**src/rtl/seg7_pkg.sv**
```systemverilog
// Shared 7-segment definitions: active-low digit patterns, decoded codes and capture FSM states.
package seg7_pkg;

    localparam logic [6:0] SEG_0     = 7'h40;
    localparam logic [6:0] SEG_1     = 7'h79;
    localparam logic [6:0] SEG_2     = 7'h24;
    localparam logic [6:0] SEG_3     = 7'h30;
    localparam logic [6:0] SEG_4     = 7'h19;
    localparam logic [6:0] SEG_5     = 7'h12;
    localparam logic [6:0] SEG_6     = 7'h02;
    localparam logic [6:0] SEG_7     = 7'h78;
    localparam logic [6:0] SEG_8     = 7'h00;
    localparam logic [6:0] SEG_9     = 7'h10;
    localparam logic [6:0] SEG_BLANK = 7'h7F;

    localparam logic [3:0] BCD_BLANK   = 4'hF;
    localparam logic [3:0] BCD_ILLEGAL = 4'hE;

    typedef enum logic [1:0] {
        S_COLLECT = 2'd0,
        S_CHECK   = 2'd1,
        S_PUBLISH = 2'd2
    } state_e;

endpackage

```
**src/rtl/seg7_pattern_decode.sv**
```systemverilog
// Combinational decode of an active-low g..a segment pattern into a BCD code and illegal flag.
module seg7_pattern_decode
    import seg7_pkg::*;
(
    input  logic [6:0] i_pattern,
    output logic [3:0] o_code_c,
    output logic       o_illegal_c
);

    always_comb begin
        o_code_c    = BCD_ILLEGAL;
        o_illegal_c = 1'b1;
        case (i_pattern)
            SEG_0:     begin o_code_c = 4'd0;      o_illegal_c = 1'b0; end
            SEG_1:     begin o_code_c = 4'd1;      o_illegal_c = 1'b0; end
            SEG_2:     begin o_code_c = 4'd2;      o_illegal_c = 1'b0; end
            SEG_3:     begin o_code_c = 4'd3;      o_illegal_c = 1'b0; end
            SEG_4:     begin o_code_c = 4'd4;      o_illegal_c = 1'b0; end
            SEG_5:     begin o_code_c = 4'd5;      o_illegal_c = 1'b0; end
            SEG_6:     begin o_code_c = 4'd6;      o_illegal_c = 1'b0; end
            SEG_7:     begin o_code_c = 4'd7;      o_illegal_c = 1'b0; end
            SEG_8:     begin o_code_c = 4'd8;      o_illegal_c = 1'b0; end
            SEG_9:     begin o_code_c = 4'd9;      o_illegal_c = 1'b0; end
            SEG_BLANK: begin o_code_c = BCD_BLANK; o_illegal_c = 1'b0; end
            default:   ;
        endcase
    end

endmodule

```
**src/rtl/seg7_scan_capture.sv**
```systemverilog
// Captures a multiplexed active-low 7-segment bus and publishes the number once
// STABLE_FRAMES consecutive identical frames have been seen.
module seg7_scan_capture
    import seg7_pkg::*;
#(
    parameter int unsigned DIGITS        = 4,
    parameter int unsigned STABLE_FRAMES = 3,
    parameter int unsigned CNT_W         = 4
) (
    input  logic                  clk,
    input  logic                  rst_n,
    input  logic                  sample_en,
    input  logic [7:0]            seg_in,
    input  logic [DIGITS-1:0]     an_in,
    output logic [4*DIGITS-1:0]   bcd_out,
    output logic                  value_valid,
    output logic                  frame_err,
    output logic                  bus_err
);

    localparam int unsigned BCD_W = 4 * DIGITS;

    state_e             r_state;
    logic [DIGITS-1:0]  r_seen;
    logic [BCD_W-1:0]   r_shadow;
    logic [DIGITS-1:0]  r_shadow_err;
    logic [BCD_W-1:0]   r_cand;
    logic               r_cand_err;
    logic [BCD_W-1:0]   r_prev_cand;
    logic [CNT_W-1:0]   r_count;
    logic               r_published;

    logic [3:0]         w_code;
    logic               w_illegal;
    logic [DIGITS-1:0]  w_sel;
    logic               w_onehot;
    logic               w_take;
    logic [DIGITS-1:0]  w_seen_next;
    logic [BCD_W-1:0]   w_shadow_next;
    logic [DIGITS-1:0]  w_shadow_err_next;
    logic               w_frame_done;
    logic [CNT_W-1:0]   w_cnt_inc;
    logic [CNT_W-1:0]   w_cnt_next;
    logic               w_unused_dp;

    assign w_unused_dp = seg_in[7];

    seg7_pattern_decode u_decode (
        .i_pattern   (seg_in[6:0]),
        .o_code_c    (w_code),
        .o_illegal_c (w_illegal)
    );

    assign w_sel    = ~an_in;
    assign w_onehot = (w_sel != '0) && ((w_sel & (w_sel - DIGITS'(1))) == '0);
    assign w_take   = sample_en && w_onehot;

    // Frame contents including this cycle's sample, if any
    always_comb begin
        w_seen_next       = r_seen;
        w_shadow_next     = r_shadow;
        w_shadow_err_next = r_shadow_err;
        if (w_take) begin
            for (int i = 0; i < int'(DIGITS); i++) begin
                if (w_sel[i]) begin
                    w_seen_next[i]          = 1'b1;
                    w_shadow_next[4*i +: 4] = w_code;
                    w_shadow_err_next[i]    = w_illegal;
                end
            end
        end
    end

    // A completed frame outside S_COLLECT stays parked in shadow until we return
    assign w_frame_done = (r_state == S_COLLECT) && (&w_seen_next);

    assign w_cnt_inc  = (r_count >= CNT_W'(STABLE_FRAMES)) ? CNT_W'(STABLE_FRAMES)
                                                          : r_count + CNT_W'(1);
    assign w_cnt_next = ((r_cand == r_prev_cand) && (r_count != '0)) ? w_cnt_inc : CNT_W'(1);

    always_ff @(posedge clk) begin
        if (!rst_n) begin
            r_state      <= S_COLLECT;
            r_seen       <= '0;
            r_shadow     <= '0;
            r_shadow_err <= '0;
            r_cand       <= '0;
            r_cand_err   <= 1'b0;
            r_prev_cand  <= '0;
            r_count      <= '0;
            r_published  <= 1'b0;
            bcd_out      <= '1;
            value_valid  <= 1'b0;
            frame_err    <= 1'b0;
            bus_err      <= 1'b0;
        end else begin
            value_valid <= 1'b0;
            bus_err     <= sample_en && !w_onehot;
            r_shadow    <= w_shadow_next;

            if (w_frame_done) begin
                r_cand       <= w_shadow_next;
                r_cand_err   <= |w_shadow_err_next;
                r_seen       <= '0;
                r_shadow_err <= '0;
            end else begin
                r_seen       <= w_seen_next;
                r_shadow_err <= w_shadow_err_next;
            end

            case (r_state)
                S_COLLECT: begin
                    if (w_frame_done) r_state <= S_CHECK;
                end
                S_CHECK: begin
                    r_count     <= w_cnt_next;
                    r_prev_cand <= r_cand;
                    r_state     <= (w_cnt_next == CNT_W'(STABLE_FRAMES)) ? S_PUBLISH : S_COLLECT;
                end
                S_PUBLISH: begin
                    if ((r_cand != bcd_out) || !r_published) begin
                        bcd_out     <= r_cand;
                        frame_err   <= r_cand_err;
                        value_valid <= 1'b1;
                        r_published <= 1'b1;
                    end
                    r_state <= S_COLLECT;
                end
                default: r_state <= S_COLLECT;
            endcase
        end
    end

endmodule
```
**config.mk**
```make
export PLATFORM = sky130hd
export DESIGN_NAME = seg7_scan_capture
export DESIGN_NICKNAME = d
export VERILOG_FILES = /design/src/rtl/seg7_pkg.sv /design/src/rtl/seg7_pattern_decode.sv /design/src/rtl/seg7_scan_capture.sv
export SDC_FILE = /design/constraint.sdc
export NUM_CORES = 1
export LEC_CHECK = 0
export ABC_AREA = 1
export ABC_CLOCK_PERIOD_IN_PS = 1400
export BUFFER_PORTS_ARGS = -buffer_cell sky130_fd_sc_hd__buf_2
export CAP_MARGIN = 25
export CORE_ASPECT_RATIO = 0.75
export CORE_UTILIZATION = 51
export CTS_BUF_LIST = sky130_fd_sc_hd__clkbuf_8
export DETAILED_ROUTE_END_ITERATION = 7
export PLACE_DENSITY = 0.81
export SETUP_SLACK_MARGIN = 0.05
export SLEW_MARGIN = 15
export SYNTH_ARGS = -nofsm -noshare
export SYNTH_HDL_FRONTEND = slang
export SYNTH_HIERARCHICAL = 1
export SYNTH_SLANG_ARGS = --single-unit
export TNS_END_PERCENT = 30
```
**constraint.sdc**
```tcl
create_clock -name clk -period 1.4 [get_ports clk]
set_input_delay 0.21 -clock clk [delete_from_list [all_inputs] [get_ports clk]]
set_output_delay 0.21 -clock clk [all_outputs]
set_load 0.005 [all_outputs]
```
### Word-level counts from Yosys, hierarchy flattened

Cells that the tools add are included.

* flip-flop bits (word level): 83
* logic and storage cells: 77

* add/subtract/negate cells: 2
* reduce and logical (&&, ||, !) cells: 19
* multiplexer cells: 23
* equality and inequality tests: 16
* bitwise logic cells: 3
* magnitude comparators: 1

Operator list (number)
* case mux 4 bit (11 select lines): 1
* 2-to-1 mux 4 bit: 8
* equality test 7 bit (second input constant): 4
* equality test 7 x 5 -> 1 bit (second input constant): 3
* equality test 16 bit: 1
* 2-to-1 mux 16 bit: 1
* inequality test 16 bit: 1
* equality test 7 x 6 -> 1 bit (second input constant): 2
* OR reduction 11 bit: 1
* 2-to-1 mux 1 bit: 10
* nonzero test 4 bit: 2
* equality test 7 x 2 -> 1 bit (second input constant): 1
* zero test 7 bit: 1
* logical AND 1 bit: 5
* adder 4 x 1 -> 4 bit (second input constant): 1
* bitwise AND 4 bit: 1
* equality test 4 x 2 -> 1 bit (second input constant): 1
* >= comparator 4 x 2 -> 1 bit (second input constant): 1
* zero test 4 bit: 1
* 2-to-1 mux 2 bit: 2
* inverter 4 bit: 1
* case mux 2 bit (2 select lines): 1
* AND reduction 2 bit: 2
* AND reduction 4 bit: 1
* other kinds (10): 11

### Logic depth before layout (Yosys ltp)

* word-level depth: 11
* mapped depth: 14

### Modules after synthesis

Netlist, hierarchy kept.

Modules (own cells, without submodules)
* seg7_scan_capture: cells each 471, area each 3606.0 µm², instances 1
* seg7_pattern_decode: cells each 59, area each 270.3 µm², instances 1

### Worst setup path after synthesis

OpenSTA, ideal clock, no wires.

* path type: in2reg
* from: input sample_en
* to: register r_cand[6]
* path buffers: 2
* cell stages on the path: 9
* setup time: 0.120 ns
* data required time: 1.280 ns
* arrival time: 1.314 ns
* setup slack: -0.034 ns
* cell sequence: buf_2 nand4_2 nand2_1 nand2_2 nor2_4 nand2_4 clkbuf_8 nand3_1 o21ai_2

* word-level cells in the longest chain between the ends: 4
* elaborated cells on any way between the ends: 5
* classes of those cells: mux: 2; reduce/logical: 3

RTL lines
* start: declaration: RTL line seg7_scan_capture.sv:12 `input logic sample_en,`
* logical AND 1 bit *: RTL line seg7_scan_capture.sv:56 `assign w_take = sample_en && w_onehot;`
* 2-to-1 mux 4 bit: RTL line seg7_scan_capture.sv:63 `if (w_take) begin`
* AND reduction 4 bit: RTL line seg7_scan_capture.sv:75 `assign w_frame_done = (r_state == S_COLLECT) && (&w_seen_next);`
* logical AND 1 bit: RTL line seg7_scan_capture.sv:75
* end signal: assignment: RTL line seg7_scan_capture.sv:102 `r_cand <= w_shadow_next;`
* end: declaration: RTL line seg7_scan_capture.sv:27 `logic [BCD_W-1:0] r_cand;`

Every way passes the cells marked *; elsewhere a longest branch is shown, timed or not.
A chain may end at the register's enable or synchronous reset.

### Worst setup path after layout

* from: register r_cand[12]
* to: register bcd_out[6]

* word-level cells in the longest chain between the ends: 3

RTL lines
* inequality test 16 bit: RTL line seg7_scan_capture.sv:121 `if ((r_cand != bcd_out) || !r_published) begin`
* logical OR 1 bit: RTL line seg7_scan_capture.sv:121
* AND reduction 2 bit (no source line)
* end signal: assignment: RTL line seg7_scan_capture.sv:122 `bcd_out <= r_cand;`
* end: declaration: RTL line seg7_scan_capture.sv:15 `output logic [4*DIGITS-1:0] bcd_out,`

No other way between the ends.

==> impl_metrics.py <==
metrics = {
    "grt": {
        "grt_pass1_wl_um": 17000,
        "grt_pass1_vias": 3660,
        "grt_max_degree": 22,
        "overflow": 0,
        "grt_antenna_before_repair": 0,
        "grt.total_usage_pct": 27.9,
    },
    "route": {
        "drtPass1Iterations": 5,
        "drtAntennaViolNets": 0,
        "drt_wl_total_um": 10500,
        "drc": 0,
        "wl_per_cell_um": 14.6,
        "via_count": 3778,
        "first_iter_violations": 197,
        "post_drt_via_cell_ratio": 5.25,
    },
    "final_layout": {
        "final_nets": 631,
        "finalCoreUtilization_pct": 69.0,
        "diodes": 0,
        "n_fill_cell": 585,
        "drive_above_1_share_pct": 33.3,
        "design_area_sq_um": 5080,
        "area_delta_synth_final_pct": 31.2,
    },
    "run": {
        "drv_cap": 0,
    },
    "power_and_ir_drop": {
        "p_leak_nw": 2.52,
        "power_density_nw_per_um2": 882,
        "ir_worst_vdd_mv": 0.711,
    },
    "place": {
        "portBuffers": 32,
        "placed_area_sq_um": 4540,
        "place_hpwl_um": 6980,
        "pre_cts_slack_ns": -0.271,
        "gp_congestion": 0.882,
    },
    "yosys": {
        "yosysUniqueCellTypes": 31,
        "syn-mean-instance-area_sq_um": 7.31,
        "synthesis.instances": 530,
        "synth_area_sq_um": 3880,
        "ys_ff_latch": 83,
        "seq_area_frac_synth_pct": 42.9,
        "syn-num-nets": 547,
        "yosysWarnings": 6,
    },
    "timing": {
        "finalHoldViolations": 0,
        "setup_viol": 22,
        "period_needed_ns": 1.53,
        "fin_skew_ns": 0.00823,
        "finalWorstSetupSlack_ns": -0.131,
        "rsz0062_at_grt": "yes",
        "drv_slew": 0,
        "maxSlewHeadroom_pct": 71.3,
        "worstMarginPinSlew_ns": 0.419,
        "fmax_mhz": 653,
        "period_share_pct": 109,
    },
    "clock_tree": {
        "cts_made_buffers": 9,
        "clock-root-buffer": "clkbuf_8",
        "cts_tree": "done",
        "clock_latency_ns": 0.36,
        "cts_max_path_buffers": 2,
        "hold_buffers": 0,
        "clk_pin_slew_ns": 0.09,
        "clock-sinks": 83,
        "h-tree-depth": 3,
    },
    "floorplanning": {
        "rows": 27,
        "die-area_sq_um": 7960,
        "io_pins": 34,
        "initial_core_util_pct": 52.6,
        "die_h_um": 77.5,
        "die_w_um": 103,
        "core-area_sq_um": 7360,
    },
    "status": {
        "violations": "setup timing",
        "status": "finished with violations",
    },
    "setup_path": {
        "critical_path_required_ns": 1.71,
        "crit_type": "reg -> reg",
        "cp-start-kind": "register",
        "worst_setup_path_end_kind": "register",
        "path_max_fanout": 6,
        "arrival_ns": 1.84,
    },
    "hold_path": {
        "hold_path_class": "in -> reg",
    },
}
[Yosys cell counts (all sizes together)]
library cell,number,area share [%]
nand2,116,12
dfxtp,83,43
inv,71,6.9
nor2,68,7.2
nand3,64,8.7
o21ai,36,5.6
a21oi,26,3.4
mux2i,16,4.1
clkbuf,11,1.3
buf,8,1.2
xnor2,8,1.8
nand4,6,1.6
xor2,6,1.4
nor3,4,0.52
ha,2,0.65
nor3b,2,0.39
o211ai,1,0.19
o22ai,1,0.16
o311ai,1,0.23
[cell type report]
type	instances	area [sq um]	share of cell area, %
timing repair buffer	92	697	13.7
clock inverter	7	93.8	1.85
clock buffer	9	124	2.44
sequential	83	1710	33.6
multi-input combinational	357	2070	40.7
tap	101	126	2.49
inverter	71	267	5.24
[cells by family (layout without fill, tap and decap cells)]
logic type / count (synthesis) / in the layout / share of synthesized area (%)
AO/OA/AOI/OAI: 65 / 65 / 9.55
XOR/XNOR: 14 / 14 / 3.16
adder cells (fa/ha/maj): 2 / 2 / 0.645
buffers and inverters: 90 / 179 / 9.36
flip-flops: 83 / 83 / 42.9
multiplexers: 16 / 16 / 4.13
AND/OR/NAND/NOR: 260 / 260 / 30.3
[layer usage]
metal / GRT usage (%) / part of all wire, % / up-vias
met3: 7.75 / 5.2 / 21
met5: 0 / 0 / -
met1: 34.9 / 44 / 1810
met2: 46.2 / 49 / 98
met4: 8.43 / 1.4 / 0
li1: - / - / 1849
[flip-flops by register name, summed over array words and instances, names as in the netlist]
| name | count |
|---|---|
| r_seen | 4 |
| r_published | 1 |
| r_shadow_err | 4 |
| bus_err | 1 |
| frame_err | 1 |
| r_cand | 16 |
| value_valid | 1 |
| r_prev_cand | 16 |
| bcd_out | 16 |
| r_shadow | 16 |
| r_count | 4 |
| r_cand_err | 1 |
| r_state | 2 |
[final timing paths]
kind	cells after the start	start	to	slack (ns)
setup / recovery	12	r_cand[12]	bcd_out[6]	-0.13
hold / removal	4	an_in[1]	bus_err	0.18
setup reg to reg	12	r_cand[12]	bcd_out[6]	-0.13
hold reg to reg	2	r_count[2]	r_count[2]	0.46
[stage by stage]
stage	setup TNS, ns	power [mW]	cells	hold slack, ns
6_report	-1.67	4.48	720	0.182
5_1_grt	-3.36	4.66	720	0.183
4_1_cts	-0.671	4.50	721	0.168
3_5_place_dp	-8.03	2.66	695	0.445
3_3_place_gp	-5.21	2.65	695	0.432
2_1_floorplan	0	2.57	530	0.389
[cells in the final DEF (no fill, tap or decap), drive strengths merged]
cell type  count
buf           92
xor2           6
xnor2          8
inv           72
nand3         64
o21ai         36
nor3b          2
clkinvlp       1
o311ai         1
nand2        116
nor2          68
a21oi         26
clkbuf         9
o211ai         1
nor3           4
dfxtp         83
nand4          6
o22ai          1
bufinv         2
mux2i         16
clkinv         3
ha             2
[worst max-delay path: stages, from the launching register on]
cell and delay [ns]:
dfxtp_4 0.37, inv_2 0.04, nand2_2 0.04, nand2_1 0.05, nor2_1 0.13, nand2_1 0.12, nor2_4 0.12, nand3_4 0.12
nand2_4 0.12, buf_12 0.11, buf_12 0.12, nand2_4 0.05, nand3_2 0.07
[report_power, final]
part	total, mW	internal [mW]	switching (mW)
clock	1.88	1.00	0.879
sequential	2.36	2.36	0.00410
combinational	0.243	0.0846	0.158
total	4.48	3.44	1.04
[repair_timing]
action,4_1_cts,5_1_grt
resized for setup,43,37
setup buffers,9,0
cloned,1,0
endpoints found under the hold margin,0,0
endpoints found under the setup margin,22,37
pin swaps,10,11
(Power assumes the default switching activity.)
